--- config.mk ---
export PLATFORM = sky130hd
export DESIGN_NAME = gate_sequencer_flat
export DESIGN_NICKNAME = d
export VERILOG_FILES = /design/src/rtl/gate_sequencer_if.sv /design/src/rtl/gate_sequencer.sv /design/src/flat_wrapper.sv
export SDC_FILE = /design/constraint.sdc
export NUM_CORES = 2
export LEC_CHECK = 0
export CORE_ASPECT_RATIO = 1.25
export CORE_MARGIN = 1.5
export CORE_UTILIZATION = 50
export DETAILED_ROUTE_END_ITERATION = 16
export MAX_ROUTING_LAYER = met4
export PLACE_DENSITY = 0.79
export SETUP_SLACK_MARGIN = 0.05
export SLEW_MARGIN = 10
export SYNTH_ARGS = -nofsm -noshare
export SYNTH_HDL_FRONTEND = slang
export SYNTH_SLANG_ARGS = --single-unit
--- constraint.sdc ---
create_clock -name clk -period 15.6 [get_ports clk]
set_clock_uncertainty 0.1 [all_clocks]
set_input_delay 3.9 -clock clk [delete_from_list [all_inputs] [get_ports clk]]
set_output_delay 3.9 -clock clk [all_outputs]
set_load 0.03 [all_outputs]
--- src/rtl/gate_sequencer_if.sv ---
// Host/emulator-side signal bundle of gate_sequencer: program load, run control,
// and the gate-info handshake. GATE_CHECK_EN adds the gate_err flag.
interface gate_sequencer_if;
  // host program port and run control
  logic        prog_we;
  logic [31:0] prog_addr;
  logic [1:0]  prog_gate_type;
  logic [31:0] prog_qubit_pos;
  logic [31:0] prog_qubit_pos2;
  logic [31:0] num_gate;
  logic        run;
  // emulator handshake
  logic        update_gate_info;
  logic        done_readout;
  // sequencer outputs
  logic        start;
  logic [1:0]  gate_type;
  logic [31:0] qubit_pos;
  logic [31:0] qubit_pos2;
  logic [31:0] gate_index;
  logic        busy;
  logic        done;
  logic        cfg_err;
`ifdef GATE_CHECK_EN
  logic        gate_err;
`endif

  modport master (
    output prog_we, prog_addr, prog_gate_type, prog_qubit_pos, prog_qubit_pos2,
    output num_gate, run, update_gate_info, done_readout,
    input  start, gate_type, qubit_pos, qubit_pos2, gate_index, busy, done, cfg_err
`ifdef GATE_CHECK_EN
    , input gate_err
`endif
  );

  modport slave (
    input  prog_we, prog_addr, prog_gate_type, prog_qubit_pos, prog_qubit_pos2,
    input  num_gate, run, update_gate_info, done_readout,
    output start, gate_type, qubit_pos, qubit_pos2, gate_index, busy, done, cfg_err
`ifdef GATE_CHECK_EN
    , output gate_err
`endif
  );
endinterface

--- src/rtl/gate_sequencer.sv ---
// Gate-program feeder for the stabilizer emulator: stores a host-written gate list and
// steps through it on update_gate_info. Define GATE_CHECK_EN to add qubit-range checking.
module gate_sequencer #(
  parameter int num_qubit  = 3,
  parameter int total_gate = 30
) (
  input  logic             clk,
  input  logic             rst,
  gate_sequencer_if.slave  bus
);

  localparam int          AW    = (total_gate > 1) ? $clog2(total_gate) : 1;
  localparam logic [31:0] TOTAL = 32'(total_gate);

  typedef enum logic [1:0] {IDLE, RUN, DRAIN, DONE} state_t;

  state_t      state;
  logic [31:0] gate_cnt;
  logic [AW-1:0] rd_ptr;

  logic [1:0]  mem_type [total_gate];
  logic [31:0] mem_pos  [total_gate];
  logic [31:0] mem_pos2 [total_gate];

  logic          run_ok;
  logic          has_next;
  logic [AW-1:0] nxt_ptr;

  assign run_ok   = (bus.num_gate != 32'd0) && (bus.num_gate <= TOTAL);
  assign has_next = (bus.gate_index + 32'd1) < gate_cnt;
  assign nxt_ptr  = rd_ptr + AW'(1);

`ifdef GATE_CHECK_EN
  localparam logic [31:0] NQ = 32'(num_qubit);

  // A gate is flagged when any qubit it touches is out of range, or a CNOT targets its control.
  function automatic logic gate_bad(input logic [1:0] t, input logic [31:0] p, input logic [31:0] p2);
    return (p >= NQ) || ((t == 2'd2) && ((p2 >= NQ) || (p2 == p)));
  endfunction
`endif

  // NOTE: the program store has no reset; the host always writes it before a run,
  // and leaving it out keeps it mappable onto plain RAM.
  always_ff @(posedge clk) begin
    if (state == IDLE && bus.prog_we && bus.prog_addr < TOTAL) begin
      mem_type[bus.prog_addr[AW-1:0]] <= bus.prog_gate_type;
      mem_pos [bus.prog_addr[AW-1:0]] <= bus.prog_qubit_pos;
      mem_pos2[bus.prog_addr[AW-1:0]] <= bus.prog_qubit_pos2;
    end
  end

  // NOTE: non-blocking updates mean a run coincident with a write to entry 0
  // loads the entry as it was before that write.
  always_ff @(posedge clk or negedge rst) begin
    if (!rst) begin
      state          <= IDLE;
      gate_cnt       <= '0;
      rd_ptr         <= '0;
      bus.start      <= 1'b0;
      bus.done       <= 1'b0;
      bus.busy       <= 1'b0;
      bus.cfg_err    <= 1'b0;
      bus.gate_type  <= '0;
      bus.qubit_pos  <= '0;
      bus.qubit_pos2 <= '0;
      bus.gate_index <= '0;
`ifdef GATE_CHECK_EN
      bus.gate_err   <= 1'b0;
`endif
    end else begin
      bus.start <= 1'b0;
      bus.done  <= 1'b0;
      case (state)
        IDLE: begin
          if (bus.run) begin
            if (run_ok) begin
              gate_cnt       <= bus.num_gate;
              rd_ptr         <= '0;
              bus.gate_type  <= mem_type[0];
              bus.qubit_pos  <= mem_pos[0];
              bus.qubit_pos2 <= mem_pos2[0];
              bus.gate_index <= '0;
              bus.start      <= 1'b1;
              bus.busy       <= 1'b1;
              bus.cfg_err    <= 1'b0;
`ifdef GATE_CHECK_EN
              bus.gate_err   <= gate_bad(mem_type[0], mem_pos[0], mem_pos2[0]);
`endif
              state          <= RUN;
            end else begin
              bus.cfg_err <= 1'b1;
            end
          end
        end
        RUN: begin
          if (bus.update_gate_info) begin
            if (has_next) begin
              rd_ptr         <= nxt_ptr;
              bus.gate_type  <= mem_type[nxt_ptr];
              bus.qubit_pos  <= mem_pos[nxt_ptr];
              bus.qubit_pos2 <= mem_pos2[nxt_ptr];
              bus.gate_index <= bus.gate_index + 32'd1;
`ifdef GATE_CHECK_EN
              bus.gate_err   <= bus.gate_err |
                                gate_bad(mem_type[nxt_ptr], mem_pos[nxt_ptr], mem_pos2[nxt_ptr]);
`endif
            end else begin
              // last gate consumed: hold it on the outputs while the readout finishes
              state <= DRAIN;
            end
          end
        end
        DRAIN: begin
          if (bus.done_readout) begin
            bus.done <= 1'b1;
            bus.busy <= 1'b0;
            state    <= DONE;
          end
        end
        DONE:    state <= IDLE;
        default: state <= IDLE;
      endcase
    end
  end

endmodule

--- src/flat_wrapper.sv ---
// flat-port wrapper written by rule: the top's interface ports become plain ports
module gate_sequencer_flat 
#(
  parameter int num_qubit  = 3,
  parameter int total_gate = 30
)
  (clk, rst, bus_prog_we, bus_prog_addr, bus_prog_gate_type, bus_prog_qubit_pos, bus_prog_qubit_pos2, bus_num_gate, bus_run, bus_update_gate_info, bus_done_readout, bus_start, bus_gate_type, bus_qubit_pos, bus_qubit_pos2, bus_gate_index, bus_busy, bus_done, bus_cfg_err);
  gate_sequencer_if bus_i ();
  input  logic clk;
  input  logic rst;
  input wire logic [$bits(bus_i.prog_we)-1:0] bus_prog_we;
  input wire logic [$bits(bus_i.prog_addr)-1:0] bus_prog_addr;
  input wire logic [$bits(bus_i.prog_gate_type)-1:0] bus_prog_gate_type;
  input wire logic [$bits(bus_i.prog_qubit_pos)-1:0] bus_prog_qubit_pos;
  input wire logic [$bits(bus_i.prog_qubit_pos2)-1:0] bus_prog_qubit_pos2;
  input wire logic [$bits(bus_i.num_gate)-1:0] bus_num_gate;
  input wire logic [$bits(bus_i.run)-1:0] bus_run;
  input wire logic [$bits(bus_i.update_gate_info)-1:0] bus_update_gate_info;
  input wire logic [$bits(bus_i.done_readout)-1:0] bus_done_readout;
  output wire logic [$bits(bus_i.start)-1:0] bus_start;
  output wire logic [$bits(bus_i.gate_type)-1:0] bus_gate_type;
  output wire logic [$bits(bus_i.qubit_pos)-1:0] bus_qubit_pos;
  output wire logic [$bits(bus_i.qubit_pos2)-1:0] bus_qubit_pos2;
  output wire logic [$bits(bus_i.gate_index)-1:0] bus_gate_index;
  output wire logic [$bits(bus_i.busy)-1:0] bus_busy;
  output wire logic [$bits(bus_i.done)-1:0] bus_done;
  output wire logic [$bits(bus_i.cfg_err)-1:0] bus_cfg_err;
  assign bus_i.prog_we = bus_prog_we;
  assign bus_i.prog_addr = bus_prog_addr;
  assign bus_i.prog_gate_type = bus_prog_gate_type;
  assign bus_i.prog_qubit_pos = bus_prog_qubit_pos;
  assign bus_i.prog_qubit_pos2 = bus_prog_qubit_pos2;
  assign bus_i.num_gate = bus_num_gate;
  assign bus_i.run = bus_run;
  assign bus_i.update_gate_info = bus_update_gate_info;
  assign bus_i.done_readout = bus_done_readout;
  assign bus_start = bus_i.start;
  assign bus_gate_type = bus_i.gate_type;
  assign bus_qubit_pos = bus_i.qubit_pos;
  assign bus_qubit_pos2 = bus_i.qubit_pos2;
  assign bus_gate_index = bus_i.gate_index;
  assign bus_busy = bus_i.busy;
  assign bus_done = bus_i.done;
  assign bus_cfg_err = bus_i.cfg_err;
  gate_sequencer #(.num_qubit(num_qubit), .total_gate(total_gate)) u_core (.clk(clk), .rst(rst), .bus(bus_i));
endmodule
* Word-level counts from Yosys, hierarchy flattened
Memory sizes are Yosys's and may differ from the RTL's.
Index checks and enable logic that the tools add are counted.
** Storage, ports and cells
- Bits in registers :: 141
- ROM bits :: 0
- Output and inout port bits :: 102
- Bits in latches :: 0
- Word-level logic and storage cells :: 83
- Input port bits :: 136
- Bits in writable memories :: 1980
- Memories :: 3
** Memories
- u_core.mem_pos :: words 30, width 32, rd ports 2, clocked after Yosys merged registers in 0, write ports 1, RTL line gate_sequencer.sv:22 : logic [31:0] mem_pos [total_gate];
- u_core.mem_pos2 :: words 30, width 32, rd ports 2, clocked after Yosys merged registers in 0, write ports 1, RTL line gate_sequencer.sv:23 : logic [31:0] mem_pos2 [total_gate];
- u_core.mem_type :: words 30, width 2, rd ports 2, clocked after Yosys merged registers in 0, write ports 1, RTL line gate_sequencer.sv:21 : logic [1:0] mem_type [total_gate];
** Operators by class
- Mux-type cells :: 43
- Multipliers :: 0
- Reduce and logical (&&, ||, !) cells :: 12
- Shift operators :: 0
- Equality and inequality tests :: 9
- Order comparisons :: 3
- Add/sub/neg operators :: 2
- Bitwise gates (word level) :: 0
- Divide/modulo/power cells :: 0
** Operators with widths (count)
- 2-to-1 mux 32 bit :: 12
- one-hot mux 32 bit (2 select lines) :: 3
- adder 32 x 1 -> 32 bit, second input constant :: 1
- <= comparator 32 x 5 -> 1 bit, second input constant :: 1
- < comparator 32 bit :: 1
- < comparator 32 x 5 -> 1 bit, second input constant :: 1
- nonzero test 32 bit :: 1
- 2-to-1 mux 5 bit :: 4
- 2-to-1 mux 2 bit :: 9
- 2-to-1 mux 1 bit :: 11
- one-hot mux 5 bit (2 select lines) :: 1
- AND reduction 5 bit :: 2
- inequality test 2 bit, second input constant :: 4
- one-hot mux 2 bit (4 select lines) :: 1
- adder 5 x 1 -> 5 bit, second input constant :: 1
- equality test 2 bit, second input constant :: 2
- inequality test 2 x 1 -> 1 bit, second input constant :: 2
- one-hot mux 2 bit (2 select lines) :: 1
- AND reduction 4 bit :: 1
- nonzero test 2 bit :: 2
- logical AND 1 bit :: 3
- AND reduction 3 bit :: 1
- equality test 2 x 1 -> 1 bit, second input constant :: 1
- zero test 2 bit :: 1
- 2 further kinds :: 2

* Depth between registers and ports, before layout
- Depth in word-level cells :: 5
- Depth in mapped cells :: 17
- Gate-level depth less buffers :: 15

* Worst setup path before layout
OpenSTA, ideal clock, no wires.
- Path type :: input to register
- Start point :: input bus_prog_addr[31]
- End point :: memory u_core.mem_pos2[16][0] (enable)
- Path slack :: 5.617 ns
- Data required time :: 14.929 ns
- Library setup time :: 0.571 ns
- Buffers on the path :: 0
- Stages on the path :: 6
- Data arrival time :: 9.312 ns
- Cells stage by stage :: nor4b_1 nand4_1 nor3_1 and3b_1 inv_1 nor3_1
** Between the ends
- Longest elaborated chain between the ends :: 4
** RTL lines
- start: declaration :: RTL line flat_wrapper.sv:12 : input wire logic [$bits(bus_i.prog_addr)-1:0] bus_prog_addr;
- < comparator 32 x 5 -> 1 bit :: RTL line gate_sequencer.sv:45 : if (state == IDLE && bus.prog_we && bus.prog_addr < TOTAL) begin
- logical AND 1 bit :: RTL line gate_sequencer.sv:45
- 2-to-1 mux 1 bit :: RTL line gate_sequencer.sv:45
- 2-to-1 mux 1 bit (not written as such) :: RTL line gate_sequencer.sv:48 : mem_pos2[bus.prog_addr[AW-1:0]] <= bus.prog_qubit_pos2;
- end: declaration :: RTL line gate_sequencer.sv:23
No other way between the ends.

* Worst setup path in the final report
- Start point :: input bus_prog_addr[31]
- End point :: memory u_core.mem_pos[1][18] (enable)
** Between the ends
- Longest elaborated chain between the ends :: 4
** RTL lines
- < comparator 32 x 5 -> 1 bit :: RTL line gate_sequencer.sv:45
- logical AND 1 bit :: RTL line gate_sequencer.sv:45
- 2-to-1 mux 1 bit :: RTL line gate_sequencer.sv:45
- 2-to-1 mux 1 bit (not written as such) :: RTL line gate_sequencer.sv:47 : mem_pos [bus.prog_addr[AW-1:0]] <= bus.prog_qubit_pos;
- end: declaration :: RTL line gate_sequencer.sv:22
No other way between the ends.

==> results.py <==
metrics = {
    "run_status": {
        "outcome": "complete, no violations",
    },
    "grt": {
        "gr-usage-met2_pct": 38.4,
        "use_met1_pct": 32.3,
        "grt_busiest_layer": "met2",
        "grt_first_pass_wirelength_um": 294000,
        "antenna_found_initial": 8,
        "gr-usage-met3_pct": 5.73,
        "grt_max_degree": 147,
        "grtUsageTotal_pct": 24.7,
        "grt.overflow.total": 0,
        "grt_pass1_vias": 43300,
    },
    "synth": {
        "yosysWarningCount": 0,
        "synth_cell_type_count": 52,
        "synth_cells": 4082,
        "syn_avg_cell_area_sq_um": 20.2,
        "yosys_register_bits": 2121,
        "async_flop_share_pct": 6.65,
        "synth-edff-count": 1980,
        "syn-cell-area_sq_mm": 0.0825,
        "synth_ff_type": "edfxtp_1",
        "synth_fp_nets": 4254,
        "yosysSeqAreaShare_pct": 76.3,
    },
    "critical_path": {
        "r2r_cells": 10,
        "slowest_stage": "nor2_4",
        "critical_path.startpoint_type": "primary input",
        "r2r_slack_ns": 9.14,
        "critPathMaxFanout": 38,
        "worstSetupEndpointType": "register",
        "critPathMaxStageDelay_ns": 0.96,
        "cp_cell_sequence": "clkdlybuf4s50_1 > nor4b_1 > nand4_1 > nor3_1 > nand2_1 > nor2_4 > buf_4",
        "setup.worst_path.class": "in -> reg",
        "worstReg2RegStart": "u_core.rd_ptr[0]$_DFFE_PN0P_",
        "worst_ep_required_time_ns": 15.93,
        "worst_ep_arrival_time_ns": 7.99,
        "worst_r2r_endpoint": "u_core.bus.qubit_pos2[10]$_DFFE_PN0P_",
    },
    "power_and_ir_drop": {
        "total_power_mw": 15.0,
        "seq_power_share_pct": 42.7,
        "swShare_pct": 31.3,
        "p_per_area_mw_per_mm2": 160,
        "power_switching_mw": 4.69,
        "power_frac_comb_pct": 26.5,
        "p_int_mw": 10.3,
        "p_leak_nw": 30.5,
        "worst_ir_drop_vdd_mv": 0.205,
        "clockPowerShare_pct": 30.7,
    },
    "clock_network": {
        "post-cts-setup-buffers": 0,
        "post_cts_resized": 0,
        "cts_hold_buf": 0,
        "clockBufferDepth": 3,
        "clk_pin_slew_ns": 0.06,
        "clk_latency_ns": 0.83,
        "cts.sinks": 2121,
        "cts-root-buf": "clkbuf_16",
        "htreeDepth": 4,
        "cts_tree": "done",
        "cts_buffers": 182,
    },
    "die": {
        "initial_core_util_pct": 50.4,
        "dieArea_sq_mm": 0.168,
        "core_sq_mm": 0.164,
        "die_x_um": 366,
        "row_count": 166,
        "io_pins": 238,
        "die_h_um": 457,
    },
    "layout": {
        "final_net_count": 4556,
        "multiInputGateArea_sq_mm": 0.0188,
        "syn_to_final_growth_pct": 13.7,
        "drive_gt1_share_pct": 19.7,
        "ff_latch_area_sq_mm": 0.0630,
        "post-route-util_pct": 57.3,
        "fill_cells": 11300,
    },
    "route": {
        "vias": 42500,
        "drtIter0Drc": 6172,
        "drc_errors": 0,
        "wl_per_cell_um": 30.0,
        "vias_per_cell": 6.32,
        "ant_nets": 0,
        "dr.pass1.iters": 6,
        "routed_wl_um": 202000,
    },
    "min_path": {
        "min_to": "u_core.bus.qubit_pos[19]$_DFFE_PN0P_",
        "min_from": "u_core.bus.qubit_pos[19]$_DFFE_PN0P_",
        "hold_class": "reg -> reg",
        "hold_depth": 1,
    },
    "place": {
        "dp_hpwl_um": 113000,
        "dp_slack_ns": 7.36,
        "gp_congestion": 0.820,
        "port_buffers": 237,
    },
    "sta": {
        "max_freq_ghz": 0.131,
        "finalHoldViolations": 0,
        "report.final.slew_viol_count": 0,
        "fin_crit_ns": 7.66,
        "worst_slack_ns": 7.94,
        "finalSetupTns_ns": 0,
        "slew_headroom_pct": 12.7,
        "tightest_slew_ns": 1.31,
        "finalCritPeriodShare_pct": 49.1,
        "rsz0062_at_grt": "false",
        "finalSetupViolations": 0,
    },
    "job": {
        "drv_cap": 0,
    },
}
==> cells in the mapped netlist, types with 2 or more instances <==
cell type     n  area share, %
mux4_2      462             13
o21ai_0     126           0.76
a21o_1       12           0.11
nand4_1      12          0.091
dfrtp_1     141            4.3
mux2_2        2          0.027
o22ai_1      68           0.52
mux2i_1     203            2.5
a21bo_2      12           0.15
clkbuf_1    135           0.61
buf_4         4          0.036
edfxtp_1   1980             72
nor2_1       56           0.25
xnor2_1      14           0.15
and3b_1       4          0.042
mux2_1       66           0.90
nor4b_1       2          0.021
nor4_1       14           0.11
o21ai_1      21           0.13
inv_1        40           0.18
a22o_1        7          0.074
nor3_1       14          0.085
or2_2         2          0.015
a21oi_1     223            1.4
a211o_1       3          0.032
buf_2        60           0.36
and2_1        7          0.053
nand3_1      19           0.12
buf_1        17          0.077
xor2_1        8          0.085
nand3b_1      4          0.036
ha_1         36           0.55
nand2b_1     30           0.23
nor2b_1       4          0.030
and4_1        5          0.053
and3_1       12          0.091
nand2_1     241            1.1
nor4b_2       2          0.036
==> layout make-up <==
type	count	share of cell area, %
Sequential cell	2121	67.1
Multi-Input combinational cell	1704	20.0
Clock buffer	243	5.24
Timing Repair Buffer	334	3.27
Tap cell	2184	2.91
Clock inverter	101	1.25
Inverter	41	0.167
Antenna cell	6	0.0160
==> kinds of logic after synthesis <==
| family | count (synthesis) | share of synthesized area [%] |
|---|---|---|
| and+or+nand+nor | 432 | 2.39 |
| DFF | 2121 | 76.3 |
| AOI/OAI and AO/OA | 480 | 3.24 |
| xor gates and xnor gates | 23 | 0.253 |
| buffers and inverters | 257 | 1.28 |
| adders and majority gates | 36 | 0.546 |
| muxes | 733 | 16.0 |
==> metrics by stage <==
step	instances	instance area [sq um]	hold WS (ns)
2_1_floorplan	4082	82500	0.364
3_3_place_gp	6384	87800	0.372
3_5_place_dp	6384	87800	0.381
4_1_cts	6728	93900	0.395
5_1_grt	6733	93800	0.409
6_report	6734	93800	0.388
==> critical path, delay by kind of cell <==
| family | cells | cell delay (ns) |
|---|---|---|
| buffers and inverters | 2 | 1.13 |
| AND/OR/NAND/NOR | 5 | 2.90 |
==> cell usage in the layout, fill, tap and decap left out, types with 19 or more instances in the layout <==
cell type        netlist  final
mux2i_1              203    203
nand3_1               19     19
ha_1                  36     35
nand2b_1              30     29
a21oi_1              223    223
dfrtp_1              141    140
clkinv_1               1     30
clkbuf_1             135     49
mux2_1                66     66
inv_1                 40     40
nor2_1                56     40
o22ai_1               68     68
clkinv_2               0     27
nand2_1              241    241
o21ai_1               21     21
o21ai_0              126    126
clkbuf_16              0    183
edfxtp_1            1980   1980
buf_4                  4     95
clkdlybuf4s50_1        0    225
mux4_2               462    462
==> worst max path at each step <==
stage	slack, ns	end	from
2_1_floorplan	5.62	u_core.mem_pos2[16][0]$_DFFE_PP_	bus_prog_addr[31]
3_3_place_gp	7.38	u_core.mem_pos[1][15]$_DFFE_PP_	bus_prog_addr[10]
3_5_place_dp	7.36	u_core.mem_pos[1][13]$_DFFE_PP_	bus_prog_addr[31]
4_1_cts	8.17	u_core.mem_pos[1][18]$_DFFE_PP_	bus_prog_addr[11]
5_1_grt	7.90	u_core.mem_pos[1][24]$_DFFE_PP_	bus_prog_addr[25]
6_report	7.94	u_core.mem_pos[1][18]$_DFFE_PP_	bus_prog_addr[31]
==> power by group through the flow <==
stage	combinational (mW)	clock, mW	sequential [mW]
global placement	3.84	0	6.53
floorplan	2.20	0	6.67
detailed placement	3.89	0	6.53
global route	4.16	4.84	6.42
finish	3.98	4.61	6.41
CTS	3.96	4.65	6.41
==> per-layer routing <==
metal / part of all wire, % / wire, um
met1: 37 / 73700
met2: 49 / 98600
met3: 11 / 22400
met4: 3.6 / 7180
met5: 0 / 0
==> flip-flops by register name (all words and copies together), names as in the netlist, 2 cells and up <==
register and flops:
u_core.bus.gate_index 32, u_core.bus.gate_type 2, u_core.bus.qubit_pos 32, u_core.bus.qubit_pos2 32, u_core.gate_cnt 32, u_core.mem_pos 960
u_core.mem_pos2 960, u_core.mem_type 60, u_core.rd_ptr 5, u_core.state 2
Power figures use the tool's default switching activity.
